### config.mk
export PLATFORM = sky130hd
export DESIGN_NAME = generator_subchei_flat
export DESIGN_NICKNAME = d
export VERILOG_FILES = /design/src/rtl/generator_subchei_if.sv /design/src/rtl/generator_subchei.sv /design/src/flat_wrapper.sv
export SDC_FILE = /design/constraint.sdc
export NUM_CORES = 1
export LEC_CHECK = 0
export CORE_AREA = 2 2 175 177
export CTS_CLUSTER_SIZE = 12
export DETAILED_ROUTE_END_ITERATION = 6
export DIE_AREA = 0 0 177 179
export SETUP_SLACK_MARGIN = 0.4
export SYNTH_ARGS = -nofsm -noshare
export SYNTH_HDL_FRONTEND = slang
export SYNTH_SLANG_ARGS = --single-unit
### constraint.sdc
create_clock -name clk -period 11.2 [get_ports clk]
set_input_delay 1.68 -clock clk [delete_from_list [all_inputs] [get_ports clk]]
set_output_delay 1.68 -clock clk [all_outputs]
set_load 0.01 [all_outputs]
### src/rtl/generator_subchei_if.sv
// generator_subchei_if: key load, subkey stream and status bundle for the IDEA key schedule
interface generator_subchei_if;
  logic         start;
  logic [127:0] key;
  logic         sk_ready;
  logic         sk_valid;
  logic [15:0]  sk_out;
  logic [5:0]   sk_index;
  logic         busy;
  logic         done;
  modport master (input start, key, sk_ready, output sk_valid, sk_out, sk_index, busy, done);
  modport slave  (output start, key, sk_ready, input sk_valid, sk_out, sk_index, busy, done);
endinterface

### src/rtl/generator_subchei.sv
// generator_subchei: IDEA key schedule, streams Z1..Z52 over valid/ready, rotating the key by 25 every 8 subkeys
module generator_subchei #(
  parameter int KEY_W       = 128,
  parameter int SK_W        = 16,
  parameter int NUM_SUBKEYS = 52,
  parameter int ROT         = 25
) (
  input logic clk,
  input logic rst,
  generator_subchei_if.master bus
);
  localparam logic [1:0] IDLE = 2'd0, EMIT = 2'd1, DONE = 2'd2;
  logic [1:0]       state;
  logic [KEY_W-1:0] key_reg;
  logic [KEY_W-1:0] win;
  logic [5:0]       idx;
  always_ff @(posedge clk or posedge rst)
    if (rst) begin
      state   <= IDLE;
      key_reg <= '0;
      idx     <= '0;
    end else if (state == IDLE) begin
      if (bus.start) begin
        key_reg <= bus.key;
        idx     <= '0;
        state   <= EMIT;
      end
    end else if (state == EMIT) begin
      if (bus.sk_ready) begin
        idx <= idx + 6'd1;
        if (idx[2:0] == 3'd7) key_reg <= {key_reg[KEY_W-ROT-1:0], key_reg[KEY_W-1:KEY_W-ROT]};
        if (idx == 6'(NUM_SUBKEYS - 1)) state <= DONE;
      end
    end else
      state <= IDLE;
  // Shift the selected 16-bit word to the top so the mux is a plain barrel shift
  assign win          = key_reg << {idx[2:0], 4'b0};
  assign bus.sk_out   = win[KEY_W-1 -: SK_W];
  assign bus.sk_index = idx;
  assign bus.sk_valid = state == EMIT;
  assign bus.busy     = state == EMIT;
  assign bus.done     = state == DONE;
endmodule

### src/flat_wrapper.sv
// flat-port wrapper written by rule: the top's interface ports become plain ports
module generator_subchei_flat 
#(
  parameter int KEY_W       = 128,
  parameter int SK_W        = 16,
  parameter int NUM_SUBKEYS = 52,
  parameter int ROT         = 25
)
  (clk, rst, bus_start, bus_key, bus_sk_ready, bus_sk_valid, bus_sk_out, bus_sk_index, bus_busy, bus_done);
  generator_subchei_if bus_i ();
  input logic clk;
  input logic rst;
  input wire logic [$bits(bus_i.start)-1:0] bus_start;
  input wire logic [$bits(bus_i.key)-1:0] bus_key;
  input wire logic [$bits(bus_i.sk_ready)-1:0] bus_sk_ready;
  output wire logic [$bits(bus_i.sk_valid)-1:0] bus_sk_valid;
  output wire logic [$bits(bus_i.sk_out)-1:0] bus_sk_out;
  output wire logic [$bits(bus_i.sk_index)-1:0] bus_sk_index;
  output wire logic [$bits(bus_i.busy)-1:0] bus_busy;
  output wire logic [$bits(bus_i.done)-1:0] bus_done;
  assign bus_i.start = bus_start;
  assign bus_i.key = bus_key;
  assign bus_i.sk_ready = bus_sk_ready;
  assign bus_sk_valid = bus_i.sk_valid;
  assign bus_sk_out = bus_i.sk_out;
  assign bus_sk_index = bus_i.sk_index;
  assign bus_busy = bus_i.busy;
  assign bus_done = bus_i.done;
  generator_subchei #(.KEY_W(KEY_W), .SK_W(SK_W), .NUM_SUBKEYS(NUM_SUBKEYS), .ROT(ROT)) u_core (.clk(clk), .rst(rst), .bus(bus_i));
endmodule
# Word level (Yosys, flattened, before mapping)
# Index checks and enable logic that the tools add are counted.
classes:
  addsub: 1
  multipliers: 0
  div: 0
  magnitude_cmp: 0
  eq_ne: 7
  shift: 1
  mux: 14
  bitwise: 0
  reduce_logical: 7
ops:
  columns: ["cell", "n"]
  rows:
  - ["two-way mux 128 bit", 5]
  - ["left shift 128 x 7 -> 128 bit", 1]
  - ["two-way mux 6 bit", 4]
  - ["two-way mux 2 bit", 5]
  - ["adder 6 x 1 -> 6 bit (second input constant)", 1]
  - ["== test 6 bit (second input constant)", 1]
  - ["AND reduction 3 bit", 2]
  - ["nonzero test 2 bit", 3]
  - ["AND reduction 4 bit", 1]
  - ["== test 3 bit (second input constant)", 1]
  - ["!= test 3 x 1 -> 1 bit (second input constant)", 1]
  - ["!= test 3 x 2 -> 1 bit (second input constant)", 1]
  - ["== test 2 x 1 -> 1 bit (second input constant)", 1]
  - ["== test 2 bit (second input constant)", 1]
  - ["logical NOT 2 bit", 1]
  - ["!= test 2 bit (second input constant)", 1]
word_totals:
  ff_bits: 136
  latchBits: 0
  mem_bits_rw: 0
  mem_bits_ro: 0
  input_bits: 132
  output_inout_bits: 25
  wordCells: 33
  memories: 0

# Depth between registers and ports, before layout
depth:
  word_depth: 5
  depth_mapped: 6
  ltp_nobuf: 4

# Least setup slack after synthesis
# Ideal clock, no wire load.
synth_path:
  path_type: "register -> output"
  from: "register u_core.idx[1] (netlist: u_core.bus.sk_index[1])"
  to: "output port bus_sk_out[3]"
  arrival_time_ns: 1.725
  required_time_ns: 9.520
  slack_ns: 7.795
  stages_incl_launch_ff: 5
  path_buffers: 2
  cell_sequence: "dfrtp_1 buf_2 buf_2 mux4_2 mux2_2"
synth_between:
  elab_chain_len: 1
synth_rtl:
  columns: ["element", "line_no", "text"]
  rows:
  - ["start, declared", "generator_subchei.sv:16", "logic [5:0] idx;"]
  - ["start signal, assigned", "generator_subchei.sv:30", "idx <= idx + 6'd1;"]
  - ["left shift 128 x 7 -> 128 bit", "generator_subchei.sv:37", "assign win = key_reg << {idx[2:0], 4'b0};"]
  - ["end, declared", "flat_wrapper.sv:17", "output wire logic [$bits(bus_i.sk_out)-1:0] bus_sk_out;"]
# Every way passes these cells.

# Final worst setup path
layout_path:
  from: "register u_core.idx[1] (netlist: u_core.bus.sk_index[1])"
  to: "output port bus_sk_out[1]"
# Same word-level chain as after synthesis.

==> qor.csv <==
stage,metric,value,unit
status,status,"complete, no violations",
grt,grt_pass1_vias,5309,
clock_tree,clk-insertion-delay-late,0.42,ns
yosys,synth-simple-area-share,1.185,%
detailed_routing,post_drt_via_cell_ratio,4.591,
flow_run,max-cap-violations,0,
yosys,synth_mux_area_share,51.43,%
placement,hpwlAfterDp,14080,um
clock_tree,cts_setup_buffers,0,
clock_tree,cts_tree,done,
yosys,synth_ff_type,dfrtp_1,
pwr,swShare,30.34,%
finish,multiInputGateArea,4468,um2
pwr,p_leak,4.378,nW
worst_setup_path,path_max_fanout,20,
clock_tree,cts_root_buf,clkbuf_16,
worst_setup_path,r2r_setup_slack,7.40,ns
worst_setup_path,critPathKind,flop to output port,
yosys,synthArstFlopShare,100.0,%
yosys,synth-compound-area-share,1.155,%
finish,area_delta_synth_final,28.28,%
detailed_routing,post-route-drc-count,0,
pwr,p_seq_share,37.2,%
sta,drv_slew,0,
detailed_routing,dr.pass1.iters,4,
grt,grt_pass1_wl,32710,um
floorplanning,initial_core_util,27.42,%
yosys,synth_xor_xnor_area_share,0,%
worst_setup_path,r2r_cells,6,
yosys,synth_edf_count,0,
clock_tree,h-tree-depth,4,
detailed_routing,first_iter_violations,228,
sta,hold_viol,0,
detailed_routing,ant_nets,0,
finish,layout-drive-gt1-share,52.32,%
worst_setup_path,r2r-end,u_core.key_reg[15]$_DFFE_PP0P_,
pwr,comb_power_share,42.5,%
finish,fin_area,10560,um2
grt,grt_overflow,0,
finish,mostFrequentLayoutCells,"clkdlybuf4s50_1, mux2_2, dfrtp_1, mux2_4, mux4_2",
yosys,synth_cells,512,
worst_setup_path,required,9.52,ns
yosys,syn_avg_cell_area,16.08,um2
sta,relSlewSlack,29.12,%
clock_tree,cts_repair_resize_count,0,
sta,tns,0,ns
pwr,p_int,1.880,mW
finish,fin_util,35.17,%
clock_tree,cts.sinks,136,
yosys,synthTopCellsByArea,"dfrtp_1, mux2_4, mux2_2",
min_path,hp-class,flop to flop,
yosys,syn_nets,646,
worst_setup_path,max_stage_delay,0.76,ns
sta,max_freq,213.2,MHz
sta,tightest_slew,1.063,ns
pwr,pwr-share-clk,20.3,%
grt,grt_max_degree,71,
finish,antennaDiodeCount,0,
yosys,synth_area_leader_cell,dfrtp_1,
floorplanning,ios,157,
floorplanning,die_w,177,um
finish,final-seq-area,3406,um2
sta,fin_skew,0.01102,ns
yosys,synth_area,8233,um2
floorplanning,die_h,179,um
clock_tree,ctsHoldBuffers,0,
detailed_routing,wl_per_cell,19.52,um
floorplanning,die_area,31680,um2
floorplanning,num_rows,64,
clock_tree,cts_buffers,17,
worst_setup_path,worst_setup_path_startpoint,u_core.bus.sk_index[1]$_DFFE_PP0P_,
finish,fin_nets,788,
yosys,yosys_warnings,0,
worst_setup_path,critPathArrivalTime,3.01,ns
floorplanning,core,30030,um2
yosys,synth_cell_type_count,31,
sta,report.final.setup_viol,0,
sta,rsz0062_at_grt,no,
detailed_routing,via_count,4880,
worst_setup_path,cp_cell_sequence,buf_4 > mux4_2 > mux2_2 > clkdlybuf4s50_1,
detailed_routing,wirelength,20750,um
worst_setup_path,endpoint_kind,output port,
placement,place_congestion,0.7349,
pwr,powerDensity,255.6,nW/um2
sta,fin_crit_sh,41.88,%
yosys,synth_top_area_share,41.34,%
pwr,peakVddDrop,94.76,uV
sta,post-route-min-period,4.691,ns
yosys,ys_seq_area_share,41.34,%
worst_setup_path,endpoint,bus_sk_out[1],
grt,grt_use_total,13.56,%
finish,largest_reg_flops,128,
pwr,power.switching,818.9,uW
yosys,synth_top_family_by_area,multiplexers,
worst_setup_path,crit_path_start_kind,flop,
placement,io_buffers,156,
finish,fillers,2916,
worst_setup_path,cpMaxStageDelayCell,dfrtp_2,
grt,antenna_found_initial,0,
yosys,synthAdderAreaFrac,0.3040,%
clock_tree,clkTransAtPathRegs,0.06,ns
placement,dpl_cell_area,9996,um2
worst_setup_path,reg2reg_from,u_core.bus.sk_index[1]$_DFFE_PP0P_,
finish,layout_commonest_cell,clkdlybuf4s50_1,
yosys,ys_seq_elements,136,
clock_tree,clockBufferDepth,2,
power by group through the flow:
stage	Combinational (mW)	Clock [mW]	Sequential (mW)
4_1_cts	1.16	0.572	1.01
5_1_grt	1.23	0.594	1.05
3_5_place_dp	1.15	0	1.02
3_3_place_gp	1.14	0	1.02
6_report	1.15	0.548	1.01
2_1_floorplan	0.916	0	0.862
logic make-up (layout without fill, tap and decap cells):
| family | Yosys count | after routing |
|---|---|---|
| muxes | 304 | 304 |
| DFF | 136 | 136 |
| buffers and inverters | 42 | 197 |
| and+or+nand+nor | 16 | 16 |
| AOI/OAI and AO/OA | 12 | 12 |
| adders and majority gates | 2 | 2 |
synthesized netlist by cell type (all sizes together), types with 2 or more instances:
| master | count |
|---|---|
| a22o | 2 |
| buf | 35 |
| clkbuf | 5 |
| dfrtp | 136 |
| ha | 2 |
| inv | 2 |
| mux2 | 272 |
| mux4 | 32 |
| nand2 | 4 |
| nor2 | 4 |
| o211ai | 2 |
| o31ai | 2 |
worst min-delay path by stage:
stage                              startpoint                              to  slack, ns  depth (start not counted)
2_1_floorplan  u_core.key_reg[11]$_DFFE_PP0P_  u_core.key_reg[11]$_DFFE_PP0P_       0.49                          1
3_3_place_gp   u_core.key_reg[57]$_DFFE_PP0P_  u_core.key_reg[57]$_DFFE_PP0P_       0.52                          1
3_5_place_dp   u_core.key_reg[80]$_DFFE_PP0P_  u_core.key_reg[80]$_DFFE_PP0P_       0.52                          1
4_1_cts        u_core.key_reg[13]$_DFFE_PP0P_  u_core.key_reg[13]$_DFFE_PP0P_       0.54                          1
5_1_grt        u_core.key_reg[57]$_DFFE_PP0P_  u_core.key_reg[57]$_DFFE_PP0P_       0.55                          1
6_report       u_core.key_reg[17]$_DFFE_PP0P_  u_core.key_reg[17]$_DFFE_PP0P_       0.54                          1
metrics by stage:
stage	std cells	power [mW]	worst slack [ns]	hold WS, ns
2_1_floorplan	512	1.778	5.881	0.4939
3_3_place_gp	1031	2.162	6.901	0.5166
3_5_place_dp	1031	2.172	6.840	0.5157
4_1_cts	1063	2.748	6.374	0.5376
5_1_grt	1063	2.872	6.276	0.5543
6_report	1063	2.699	6.509	0.5353
critical path: cells and delay by family (launching register included):
| family | cells | cell delay, ns |
|---|---|---|
| mux | 2 | 0.84 |
| buf+inv | 2 | 0.96 |
| flops | 1 | 0.76 |
per-layer routing:
layer / wire [um] / track usage (%) / up-vias
met4: 212 / 3.547 / 0
met1: 9974 / 19.01 / 2512
met5: 0 / 0 / -
li1: - / - / 2228
met2: 9775 / 21.27 / 124
met3: 787 / 2.778 / 16
final cells by class:
| type | count | share of cell area, % |
|---|---|---|
| Clock buffer | 20 | 4.229 |
| Clock inverter | 12 | 1.125 |
| Inverter | 2 | 0.1185 |
| Multi-Input combinational cell | 334 | 42.31 |
| Sequential cell | 136 | 32.25 |
| Tap cell | 396 | 4.691 |
| Timing Repair Buffer | 163 | 15.28 |
(Power assumes the default switching activity.)
